**src/rtl/data_memory_ctrl_pkg.sv**
```systemverilog
// Shared definitions for the load/store sequencer.
// Holds the access-size encodings, the controller state encodings and the
// default memory size.
package data_memory_ctrl_pkg;

  // Access size as presented on req_size_i.
  typedef enum logic [1:0] {
    SIZE_BYTE    = 2'b00,
    SIZE_HALF    = 2'b01,
    SIZE_WORD    = 2'b10,
    SIZE_ILLEGAL = 2'b11
  } size_e;

  // Sequencer states.
  typedef enum logic [2:0] {
    S_IDLE    = 3'd0,
    S_LD_RD   = 3'd1,
    S_LD_CAP  = 3'd2,
    S_RMW_RD  = 3'd3,
    S_RMW_MRG = 3'd4,
    S_ST_WR   = 3'd5,
    S_RESP    = 3'd6
  } state_e;

  localparam int unsigned DEFAULT_MEM_BYTES = 1024;

endpackage

```
**src/rtl/data_memory_lane.sv**
```systemverilog
// Byte/halfword lane logic for the data memory controller (combinational).
// Ports:
//   word        - word read from memory
//   wdata       - store data, right-aligned
//   addr_lo     - low two address bits selecting the lane
//   size        - access size
//   is_unsigned - zero-extend (1) or sign-extend (0) sub-word loads
//   ld_data     - extracted and extended load result
//   merged      - word with the addressed lane replaced by store data
module data_memory_lane
  import data_memory_ctrl_pkg::*;
(
  input  logic [31:0] word,
  input  logic [31:0] wdata,
  input  logic [1:0]  addr_lo,
  input  size_e       size,
  input  logic        is_unsigned,
  output logic [31:0] ld_data,
  output logic [31:0] merged
);

  logic [7:0]  byte_sel;
  logic [15:0] half_sel;
  logic        byte_ext;
  logic        half_ext;

  always_comb begin
    byte_sel = word[{addr_lo, 3'b000} +: 8];
    half_sel = addr_lo[1] ? word[31:16] : word[15:0];
    byte_ext = ~is_unsigned & byte_sel[7];
    half_ext = ~is_unsigned & half_sel[15];

    ld_data = word;
    unique case (size)
      SIZE_BYTE: ld_data = {{24{byte_ext}}, byte_sel};
      SIZE_HALF: ld_data = {{16{half_ext}}, half_sel};
      default:   ld_data = word;
    endcase
  end

  always_comb begin
    merged = word;
    unique case (size)
      SIZE_BYTE: merged[{addr_lo, 3'b000} +: 8]        = wdata[7:0];
      SIZE_HALF: merged[{addr_lo[1], 4'b0000} +: 16]   = wdata[15:0];
      SIZE_WORD: merged = wdata;
      default:   merged = word;
    endcase
  end

endmodule

```
**src/rtl/data_memory_ctrl.sv**
```systemverilog
// Load/store sequencer between the core's load/store stage and a word-wide
// synchronous data memory. One request at a time over valid/ready; loads read
// and extend a lane, sub-word stores read-modify-write, and misaligned,
// illegal-size or out-of-range requests complete with an error and no strobe.
// Ports:
//   clock_i, reset_n_i          - clock, async active-low reset
//   req_*                       - request handshake and fields
//   rsp_valid_o/rdata_o/err_o   - one-cycle completion
//   mem_*                       - word address, write data/strobe, read strobe/data
module data_memory_ctrl
  import data_memory_ctrl_pkg::*;
#(
  parameter int unsigned MEM_BYTES  = DEFAULT_MEM_BYTES,
  parameter int unsigned ADDR_WIDTH = 32
) (
  input  logic                  clock_i,
  input  logic                  reset_n_i,
  input  logic                  req_valid_i,
  output logic                  req_ready_o,
  input  logic                  req_we_i,
  input  logic [1:0]            req_size_i,
  input  logic                  req_unsigned_i,
  input  logic [ADDR_WIDTH-1:0] req_addr_i,
  input  logic [31:0]           req_wdata_i,
  output logic                  rsp_valid_o,
  output logic [31:0]           rsp_rdata_o,
  output logic                  rsp_err_o,
  output logic [ADDR_WIDTH-1:0] mem_addr_o,
  output logic [31:0]           mem_wr_data_o,
  output logic                  mem_wr_enable_o,
  output logic                  mem_rd_enable_o,
  input  logic [31:0]           mem_rd_data_i
);

  // One extra bit so the range check stays exact for any ADDR_WIDTH.
  localparam logic [ADDR_WIDTH:0] MEM_LIMIT = (ADDR_WIDTH + 1)'(MEM_BYTES);

  state_e                state_q, state_d;
  logic [ADDR_WIDTH-1:0] addr_q;
  size_e                 size_q;
  logic                  uns_q;
  logic [31:0]           wdata_q;
  logic [31:0]           rdata_q;
  logic                  err_q;

  logic        accept;
  logic        req_err;
  logic [31:0] ld_data;
  logic [31:0] merged;

  assign req_ready_o = reset_n_i && (state_q == S_IDLE);
  assign accept      = req_valid_i && req_ready_o;

  always_comb begin
    req_err = 1'b0;
    if (req_size_i == SIZE_ILLEGAL)                       req_err = 1'b1;
    if (req_size_i == SIZE_HALF && req_addr_i[0])         req_err = 1'b1;
    if (req_size_i == SIZE_WORD && req_addr_i[1:0] != '0) req_err = 1'b1;
    if ({1'b0, req_addr_i} >= MEM_LIMIT)                  req_err = 1'b1;
  end

  data_memory_lane u_lane (
    .word        (mem_rd_data_i),
    .wdata       (wdata_q),
    .addr_lo     (addr_q[1:0]),
    .size        (size_q),
    .is_unsigned (uns_q),
    .ld_data     (ld_data),
    .merged      (merged)
  );

  always_ff @(posedge clock_i or negedge reset_n_i) begin
    if (!reset_n_i) state_q <= S_IDLE;
    else            state_q <= state_d;
  end

  always_comb begin
    state_d = state_q;
    unique case (state_q)
      S_IDLE: begin
        if (accept) begin
          if (req_err)                      state_d = S_RESP;
          else if (!req_we_i)               state_d = S_LD_RD;
          else if (req_size_i == SIZE_WORD) state_d = S_ST_WR;
          else                              state_d = S_RMW_RD;
        end
      end
      S_LD_RD:   state_d = S_LD_CAP;
      S_LD_CAP:  state_d = S_RESP;
      S_RMW_RD:  state_d = S_RMW_MRG;
      S_RMW_MRG: state_d = S_ST_WR;
      S_ST_WR:   state_d = S_RESP;
      S_RESP:    state_d = S_IDLE;
      default:   state_d = S_IDLE;
    endcase
  end

  // Request fields are captured once at acceptance; wdata_q later doubles as
  // the merged word register so ST_WR always drives from one source.
  always_ff @(posedge clock_i or negedge reset_n_i) begin
    if (!reset_n_i) begin
      addr_q  <= '0;
      size_q  <= SIZE_BYTE;
      uns_q   <= 1'b0;
      wdata_q <= '0;
      rdata_q <= '0;
      err_q   <= 1'b0;
    end else begin
      if (accept) begin
        addr_q  <= req_addr_i;
        size_q  <= size_e'(req_size_i);
        uns_q   <= req_unsigned_i;
        wdata_q <= req_wdata_i;
        rdata_q <= '0;
        err_q   <= req_err;
      end
      if (state_q == S_LD_CAP)  rdata_q <= ld_data;
      if (state_q == S_RMW_MRG) wdata_q <= merged;
    end
  end

  assign rsp_valid_o     = (state_q == S_RESP);
  assign rsp_rdata_o     = rsp_valid_o ? rdata_q : '0;
  assign rsp_err_o       = rsp_valid_o & err_q;
  assign mem_addr_o      = {addr_q[ADDR_WIDTH-1:2], 2'b00};
  assign mem_wr_data_o   = wdata_q;
  assign mem_wr_enable_o = (state_q == S_ST_WR);
  assign mem_rd_enable_o = (state_q == S_LD_RD) || (state_q == S_RMW_RD);

endmodule

```
**config.mk**
```make
export PLATFORM = sky130hd
export DESIGN_NAME = data_memory_ctrl
export DESIGN_NICKNAME = d
export VERILOG_FILES = /design/src/rtl/data_memory_ctrl_pkg.sv /design/src/rtl/data_memory_lane.sv /design/src/rtl/data_memory_ctrl.sv
export SDC_FILE = /design/constraint.sdc
export NUM_CORES = 1
export LEC_CHECK = 0
export CAP_MARGIN = 20
export CELL_PAD_IN_SITES_DETAIL_PLACEMENT = 0
export CELL_PAD_IN_SITES_GLOBAL_PLACEMENT = 2
export CORE_MARGIN = 1.5
export CORE_UTILIZATION = 25
export DETAILED_ROUTE_END_ITERATION = 12
export GPL_ROUTABILITY_DRIVEN = 0
export PLACE_DENSITY = 0.76
export SYNTH_ARGS = -nofsm -noshare
export SYNTH_HDL_FRONTEND = slang
export SYNTH_SLANG_ARGS = --single-unit
```
**constraint.sdc**
```tcl
create_clock -name clock_i -period 2.26 [get_ports clock_i]
set_input_delay 0.452 -clock clock_i [delete_from_list [all_inputs] [get_ports clock_i]]
set_output_delay 0.452 -clock clock_i [all_outputs]
set_load 0.02 [all_outputs]
```
# After elaboration in Yosys (flattened, before gate mapping)
# Cells that the tools add are included.
[word_totals]
reg_bits = 103
input_bits = 103
output_inout_bits = 101
elab_cells = 63
[op_classes]
add_sub_neg = 2
magnitude_cmp = 1
eq_ne = 13
shifts = 5
mux = 19
n_bitwise = 4
n_reduce_logical = 12
[op_table]
columns = ["cell", "count"]
rows = [
  ["two-way mux 32 bit", 5],
  ["one-hot mux 32 bit (3 select lines)", 1],
  ["bitwise mux 32 bit", 2],
  ["one-hot mux 32 bit (2 select lines)", 1],
  [">= comparator 32 x 11 -> 1 bit (second input constant)", 1],
  ["variable shift 16 x 7 -> 32 bit (first input constant)", 1],
  ["variable shift 8 x 7 -> 32 bit (first input constant)", 1],
  ["variable part select 16 x 7 -> 32 bit", 1],
  ["variable part select 32 x 6 -> 8 bit", 1],
  ["variable part select 8 x 7 -> 32 bit", 1],
  ["two-way mux 16 bit", 1],
  ["one-hot mux 3 bit (5 select lines)", 1],
  ["negation 5 -> 7 bit", 2],
  ["two-way mux 3 bit", 4],
  ["== test 3 bit (second input constant)", 3],
  ["== test 2 bit (second input constant)", 3],
  ["== test 3 x 2 -> 1 bit (second input constant)", 2],
  ["nonzero test 2 bit", 3],
  ["== test 2 x 1 -> 1 bit (second input constant)", 2],
  ["logical AND 1 bit", 4],
  ["two-way mux 1 bit", 4],
  ["!= test 2 bit (second input constant)", 2],
  ["bitwise AND 1 bit", 3],
  ["== test 3 x 1 -> 1 bit (second input constant)", 1],
  ["6 further kinds", 6],
]

# Logic depth before layout (Yosys ltp)
# Gate-level depths: netlist (run 1).
[logic_depth]
ltp_word = 8
mapped_depth = 9
mapped_depth_nobuf = 6

# By module
# From an unflattened synthesis (run 1), not the netlist that was laid out.
[unflattened]
cells_unflattened = 829
area_unflattened_um2 = 6826.5
[by_module_without_submodules]
columns = ["module", "n_inst", "cells_each", "area_per_inst_um2", "seq_area_each_um2"]
rows = [
  ["data_memory_ctrl", 1, 565, 4798.4, 2577.5],
  ["data_memory_lane", 1, 264, 2028.2, 0.0],
]

# Worst setup path after synthesis (run 1)
# Ideal clock, no wire load.
[synth_path]
path_type = "register to register"
startpoint = "reg addr_q[1]"
endpoint = "reg wdata_q[30] (netlist: mem_wr_data_o[30])"
setup_ps = 79
t_arrival_ps = 2156
t_required_ps = 2181
setup_slack_ps = 24
path_stages_with_launch = 9
path_buffers = 2
synth_period_minus_slack_ps = 2236
cell_sequence = "dfrtp_1 > buf_4 > inv_1 > clkbuf_1 > ha_1 > or4bb_1 > a21oi_1 > o221ai_1 > a2bb2oi_1"
[synth_between]
elab_chain_cells = 5
word_cells_on_any_way = 10
classes_between = "add/sub: 2; shift: 4; mux: 4"
[synth_lines]
columns = ["element", "line", "text"]
rows = [
  ["start, declared", "data_memory_ctrl.sv:39", "logic [ADDR_WIDTH-1:0] addr_q;"],
  ["start signal, assigned", "data_memory_ctrl.sv:110", "addr_q <= req_addr_i;"],
  ["negation 5 -> 7 bit, on equally long branches", "data_memory_lane.sv:45, data_memory_lane.sv:44", ""],
  ["variable part select 16 x 7 -> 32 bit (tied with other cells)", "data_memory_lane.sv:45", "SIZE_HALF: merged[{addr_lo[1], 4'b0000} +: 16] = wdata[15:0];"],
  ["bitwise mux 32 bit, on equally long branches", "data_memory_lane.sv:45, data_memory_lane.sv:44", ""],
  ["one-hot mux 32 bit (3 select lines) (*)", "data_memory_lane.sv:43", "unique case (size)"],
  ["two-way mux 32 bit (*)", "data_memory_ctrl.sv:118", "if (state_q == S_RMW_MRG) wdata_q <= merged;"],
  ["end signal, assigned", "data_memory_ctrl.sv:113", "wdata_q <= req_wdata_i;"],
  ["end signal, assigned", "data_memory_ctrl.sv:118", ""],
  ["end, declared", "data_memory_ctrl.sv:42", "logic [31:0] wdata_q;"],
]
# Mark *: on every way between the ends. The rest lies on a longest branch, timed or not.
# A chain may end at the register's enable or synchronous reset.

# Final worst setup path (run 1)
[layout_path]
startpoint = "reg state_q[0]"
endpoint = "out rsp_rdata_o[7]"
[layout_between]
elab_chain_cells = 2
[layout_lines]
columns = ["element", "line", "text"]
rows = [
  ["start, declared", "data_memory_ctrl.sv:38", "state_e state_q, state_d;"],
  ["start signal, assigned", "data_memory_ctrl.sv:74", "else state_q <= state_d;"],
  ["== test 3 bit", "data_memory_ctrl.sv:122", "assign rsp_valid_o = (state_q == S_RESP);"],
  ["two-way mux 32 bit", "data_memory_ctrl.sv:123", "assign rsp_rdata_o = rsp_valid_o ? rdata_q : '0;"],
  ["end, declared", "data_memory_ctrl.sv:26", "output logic [31:0] rsp_rdata_o,"],
]
# No other way between the ends.

==> results of run 1 <==
[path summary, 6_finish.rpt]
| path | from | slack [ns] | endpoint | cells past startpoint |
|---|---|---|---|---|
| max in group asynchronous | reset_n_i | 1.60 | addr_q[7] | 2 |
| hold reg to reg | addr_q[8] | 0.48 | addr_q[8] | 2 |
| setup reg to reg | addr_q[0] | 0.13 | mem_wr_data_o[20] | 8 |
| hold / removal | reset_n_i | 0.20 | rdata_q[26] | 2 |
| min in group clock_i | addr_q[8] | 0.48 | addr_q[8] | 2 |
| setup / recovery | state_q[0] | 0.11 | rsp_rdata_o[7] | 4 |
[cell families after synthesis]
kind of cell,count (synthesis),share of synthesized area
AO/OA/AOI/OAI,195,0.232
other,1,0.000582
adder cells (fa/ha/maj),5,0.00970
buffers and inverters,120,0.0945
flip-flops,103,0.400
multiplexers,19,0.0454
AND/OR/NAND/NOR,295,0.218
[critical path, cell delays in order (launching register included)]
cell	delay (ns)
dfrtp_1	0.37
and3b_2	0.29
buf_4	0.19
and2_1	0.18
clkdlybuf4s15_1	0.31
[layer usage]
metal	part of all wire	wire length [µm]
met4	0.014	349
met5	0.00043	11
met1	0.43	11100
met2	0.47	12000
met3	0.090	2320
[power breakdown]
group	leakage, nW	internal [W]	switching, W	total, W
clock	0.157	0.000933	0.000797	0.00173
combinational	2.67	0.00342	0.00429	0.00770
sequential	1.28	0.00268	0.000617	0.00329
[cell type report]
cell class | count | area, µm² | area share
multi-input cells | 516 | 3310 | 0.356
inverters | 27 | 101 | 0.0109
flip-flops and latches | 103 | 2580 | 0.278
repair buffers | 272 | 2570 | 0.277
clock inverters | 5 | 61.3 | 0.00660
diodes | 1 | 2.50 | 0.000269
well taps | 330 | 413 | 0.0445
clock buffers | 11 | 253 | 0.0272
[sequential cells by signal (all words and copies together) (netlist names)]
signal and cells:
addr_q 32, err_q 1, mem_wr_data_o 32, rdata_q 32, size_q 2, state_q 3, uns_q 1
[layout by cell type, fill, tap and decap left out, types with 8 or more instances in the layout]
cell type	n
clkdlybuf4s50_1	163
nand2_1	146
dfrtp_1	103
buf_4	66
nor2_1	45
o21ai_0	37
and2_1	36
dlygate4sd2_1	34
inv_1	27
nand2b_1	19
o31ai_1	17
a221o_1	17
o32ai_1	15
nor3_1	15
a22o_1	15
a21oi_1	13
mux2i_1	9
a31oi_1	9
clkbuf_16	9
o21a_1	8
nor4b_1	8
o211ai_1	8
a221o_2	8
mux4_2	8
o22ai_1	8
[repair_timing]
item | CTS | global route
endpoints found under the setup margin | 41 | 5
gates resized for setup | 48 | 5
setup buffers | 0 | 0
[stage by stage]
step / worst slack [ns] / total power [W] / TNS, ns
after floorplan: 0.0240 / 0.00797 / 0
after global placement: -0.196 / 0.0110 / -1.02
after CTS: 0.0134 / 0.0128 / 0
after global routing: -0.000654 / 0.0136 / -0.000654
after detailed placement: -0.236 / 0.0110 / -1.14
final: 0.110 / 0.0127 / 0
==> metrics, run 1 <==
main flop type after synthesis dfrtp_1; Final Core Density 0.368; P&R area growth vs syn 44.1%; Post-synth top cells 147 x nand2_1, 103 x dfrtp_1, 45 x nor2_1; Final Critical Period between 2 and 2.5 ns; met1 Use GR 0.253; Die Y between 150 and 200 µm; Iter 0 DRT Violations between 500 and 600; nets about 1000; Final ANT Viol Nets 0; all-layer global routing usage 0.192; Inserted Clock Buffers 9; met3 usage 0.0589; min-delay worst type in -> async; CP Launch Type flip-flop; status complete, no violations; synthesized area ~0.0064 mm²; layout cells sized above 1 0.133; slew margin rel. 0.594; Starting Density 0.255; LEAKAGE between 4 and 5 nW; post-DP HPWL roughly 19000 µm; TritonRoute pass-1 iters 5; worst skew pair latency about 0.36 ns; GRT busiest layer met2; WP data arrival ~1.7 ns; CTS sink count 103; Post-synth EDFFs 0; Yosys Warn Count 0; largest net degree at the start of global routing around 100; met2 usage 0.308; final setup fails 0; period utilization 0.951; Cells after DPL 1247; Buffers on Ports 201; Avg Inst Size Synth roughly 8.7 µm²; vias in the first global route ~6300; CP Class reg -> out; core area approximately 0.025 mm²; Pins Over Slew Limit 0; Finished Layout Cells 1265; Root Driver clkbuf_16; FMAX 465 MHz; Setup crit end kind output port; Die Wd roughly 160 µm; Yosys reg bits 103; area of placed instances 0.00896 mm²; pwr dens ~1400 mW/mm²; vias per cell roughly 5.0; # Max-Cap Violations 0; initial antenna violation count 2; Crit path required time 1.81 ns; routed length per instance ~20 µm; Final Skew roughly 0.011 ns; worst vdd ir 0.000581 V; Synth area leaders dfrtp_1 40%, nand2_1 8.6%, buf_4 4.1%; Fin Hold WS between 0.15 and 0.2 ns; critical-path maximum fanout 11; vias between 6000 and 7000; count leader, synth nand2_1; DRC errors left 0; share of the synthesized area in the top cell type 0.400; Final Cell Area 0.00929 mm²; row cnt 58; Boundary Pins 204; Syn Inst Count around 740; first-pass GRT wire length between 30000 and 40000 µm; Tightest Pin Transition roughly 0.61 ns; Unique masters post-synth 60; TritonCTS clock tree done; Post-Route WL 25700 µm; # hold bufs at CTS 0; clk slew on worst S/H paths about 0.08 ns; gr ovfl total 0; clock buffer depth 2; Fillers roughly 2700; die area 0.0268 mm²; H-tree levels 3; cell taking the most area after synthesis dfrtp_1; ys async rst share 1.00; Final Hold Vio Count 0; register area share after synthesis 0.400
Power figures use the tool's default switching activity.
==> inputs of run 2 (changes only) <==
Settings changed: CORE_UTILIZATION 25 to 33, DONT_BUFFER_PORTS from default to 1, GPL_TIMING_DRIVEN from default to 0, PLACE_DENSITY 0.76 to 0.73.
==> metrics, run 2 (synthesized netlist as in run 1, its figures left out) <==
status complete, but fails checks; failing checks negative hold slack; # diodes 0; clock buffer depth 2; H-tree levels 3; gr ovfl total 0; CP Class reg -> reg; final setup fails 0; reg2reg setup slack between 0.04 and 0.05 ns; core area ~0.019 mm²; clk slew on worst S/H paths ~0.07 ns; TritonCTS clock tree done; RSZ-0062 raised after global routing yes; cell chain of the critical path buf_6 > clkinvlp_4 > buf_8 > ha_4 > nand3b_1 > buf_4 > o31a_1 > o311a_1 > o31ai_2; CTS sink count 103; worst vdd ir 0.000501 V; TritonRoute pass-1 iters 5; Final TNS setup 0 ns; die area around 0.02 mm²; vias per cell 5.77; first-pass GRT wire length 35900 µm; FMAX ~450 MHz; vias in the first global route ~6000; period utilization 0.979; vias a little under 6000; commonest non-fill, non-tap cell in the layout nand2_1; Setup crit end kind flip-flop; slowest stage delay, CP roughly 0.38 ns; min-delay worst type in -> async; Final ANT Viol Nets 0; Finished Layout Cells slightly above 1000; slew margin rel. 0.498; largest net degree at the start of global routing ~110; CP Launch Type flip-flop; DRC errors left 0; Boundary Pins ~200; worst skew pair latency roughly 0.36 ns; P&R area growth vs syn 15.3%; Tightest Pin Transition 0.754 ns; Fin Hold WS -0.214 ns; Inserted Clock Buffers 9; row cnt 50; Final Skew just over 0.008 ns; most frequent cells in the layout 146 x nand2_1, 102 x dfrtp_1, 50 x buf_4; Die Wd approximately 140 µm; layout cells sized above 1 0.239; nets 869; pwr dens 1590 mW/mm²; # Max-Cap Violations 0; Cells after DPL between 900 and 1000; Buffers on Ports 0; routed length per instance between 20 and 25 µm; post-DP HPWL roughly 18000 µm; Die Y about 140 µm; Pins Over Slew Limit 0; Final Core Density 0.392; critical-path maximum fanout 12; Crit path required time ~2.5 ns; Root Driver clkbuf_16; Post-Route WL roughly 24000 µm; Final Cell Area 0.00743 mm²; Final Critical Period roughly 2.2 ns; area of placed instances around 0.0068 mm²; Iter 0 DRT Violations 422; WP data arrival 2.48 ns; all-layer global routing usage 0.237; Final Hold Vio Count approximately 100; Starting Density 0.340; initial antenna violation count 0; LEAKAGE around 3.2 nW; slowest CP cell dfrtp_1; r2r worst-path depth 9
## run 2: cell types whose count changed in the layout (fill, tap and decap cells not counted), moves of 5 or more
| cell | previous run | this run |
|---|---|---|
| and2_1 | 36 | 6 |
| dlygate4sd2_1 | 34 | 0 |
| buf_4 | 66 | 50 |
| clkbuf_1 | 0 | 18 |
| clkdlybuf4s50_1 | 163 | 0 |
| buf_2 | 0 | 14 |
| a2111oi_2 | 5 | 11 |
| a2111oi_0 | 7 | 2 |
| clkbuf_2 | 0 | 11 |
| and2_2 | 0 | 29 |
## run 2: through the flow
step / total power (W) / setup slack [ns]
after floorplan: 0.00797 / 0.0240
after global placement: 0.00949 / -0.814
after detailed placement: 0.00960 / -0.856
after CTS: 0.0116 / 0.00875
after global routing: 0.0126 / -0.0350
final: 0.0118 / 0.0467
## run 2: cell type report
class,count,area [µm²]
plain buffers,90,569
clock buffers,9,225
clock inverters,6,67.6
fillers,1967,11500
inverters,27,109
multi-input cells,516,3450
flip-flops and latches,103,2580
well taps,260,325
repair buffers,14,105
## run 2: what timing repair did
action	in CTS	in global routing
pin swaps	7	9
gates cloned	0	0
gates resized for setup	69	53
buffers inserted	8	6
endpoints found under the setup margin	96	101
hold endpoints to repair	103	103
## run 2: worst paths after layout
check / end / startpoint
worst max-delay path: mem_wr_data_o[18] / addr_q[1]
worst max register to register: mem_wr_data_o[18] / addr_q[1]
worst min-delay path: rdata_q[26] / reset_n_i
max in group asynchronous: addr_q[8] / reset_n_i
min in group clock_i: addr_q[17] / req_addr_i[17]
worst min register to register: addr_q[5] / addr_q[5]
## run 2: critical path: cells and delay by family (launching register included)
| family | cells | cell delay [ns] |
|---|---|---|
| compound gates | 3 | 0.73 |
| buf+inv | 4 | 0.62 |
| flops | 1 | 0.38 |
| fa+ha+maj | 1 | 0.29 |
| simple gates | 1 | 0.08 |
## run 2: report_power, final
part | switching (W) | internal, W | total, W
Sequential | 0.00106 | 0.00267 | 0.00373
Combinational | 0.00389 | 0.00262 | 0.00651
Clock | 0.000752 | 0.000860 | 0.00161
Total | 0.00570 | 0.00615 | 0.0118
## run 2: routing by layer
layer | share of wire | up-vias | GRT usage
met5 | 0 | - | 0
met2 | 0.47 | 262 | 0.379
li1 | - | 2662 | -
met3 | 0.099 | 33 | 0.0755
met1 | 0.41 | 2956 | 0.298
met4 | 0.025 | 0 | 0.0884
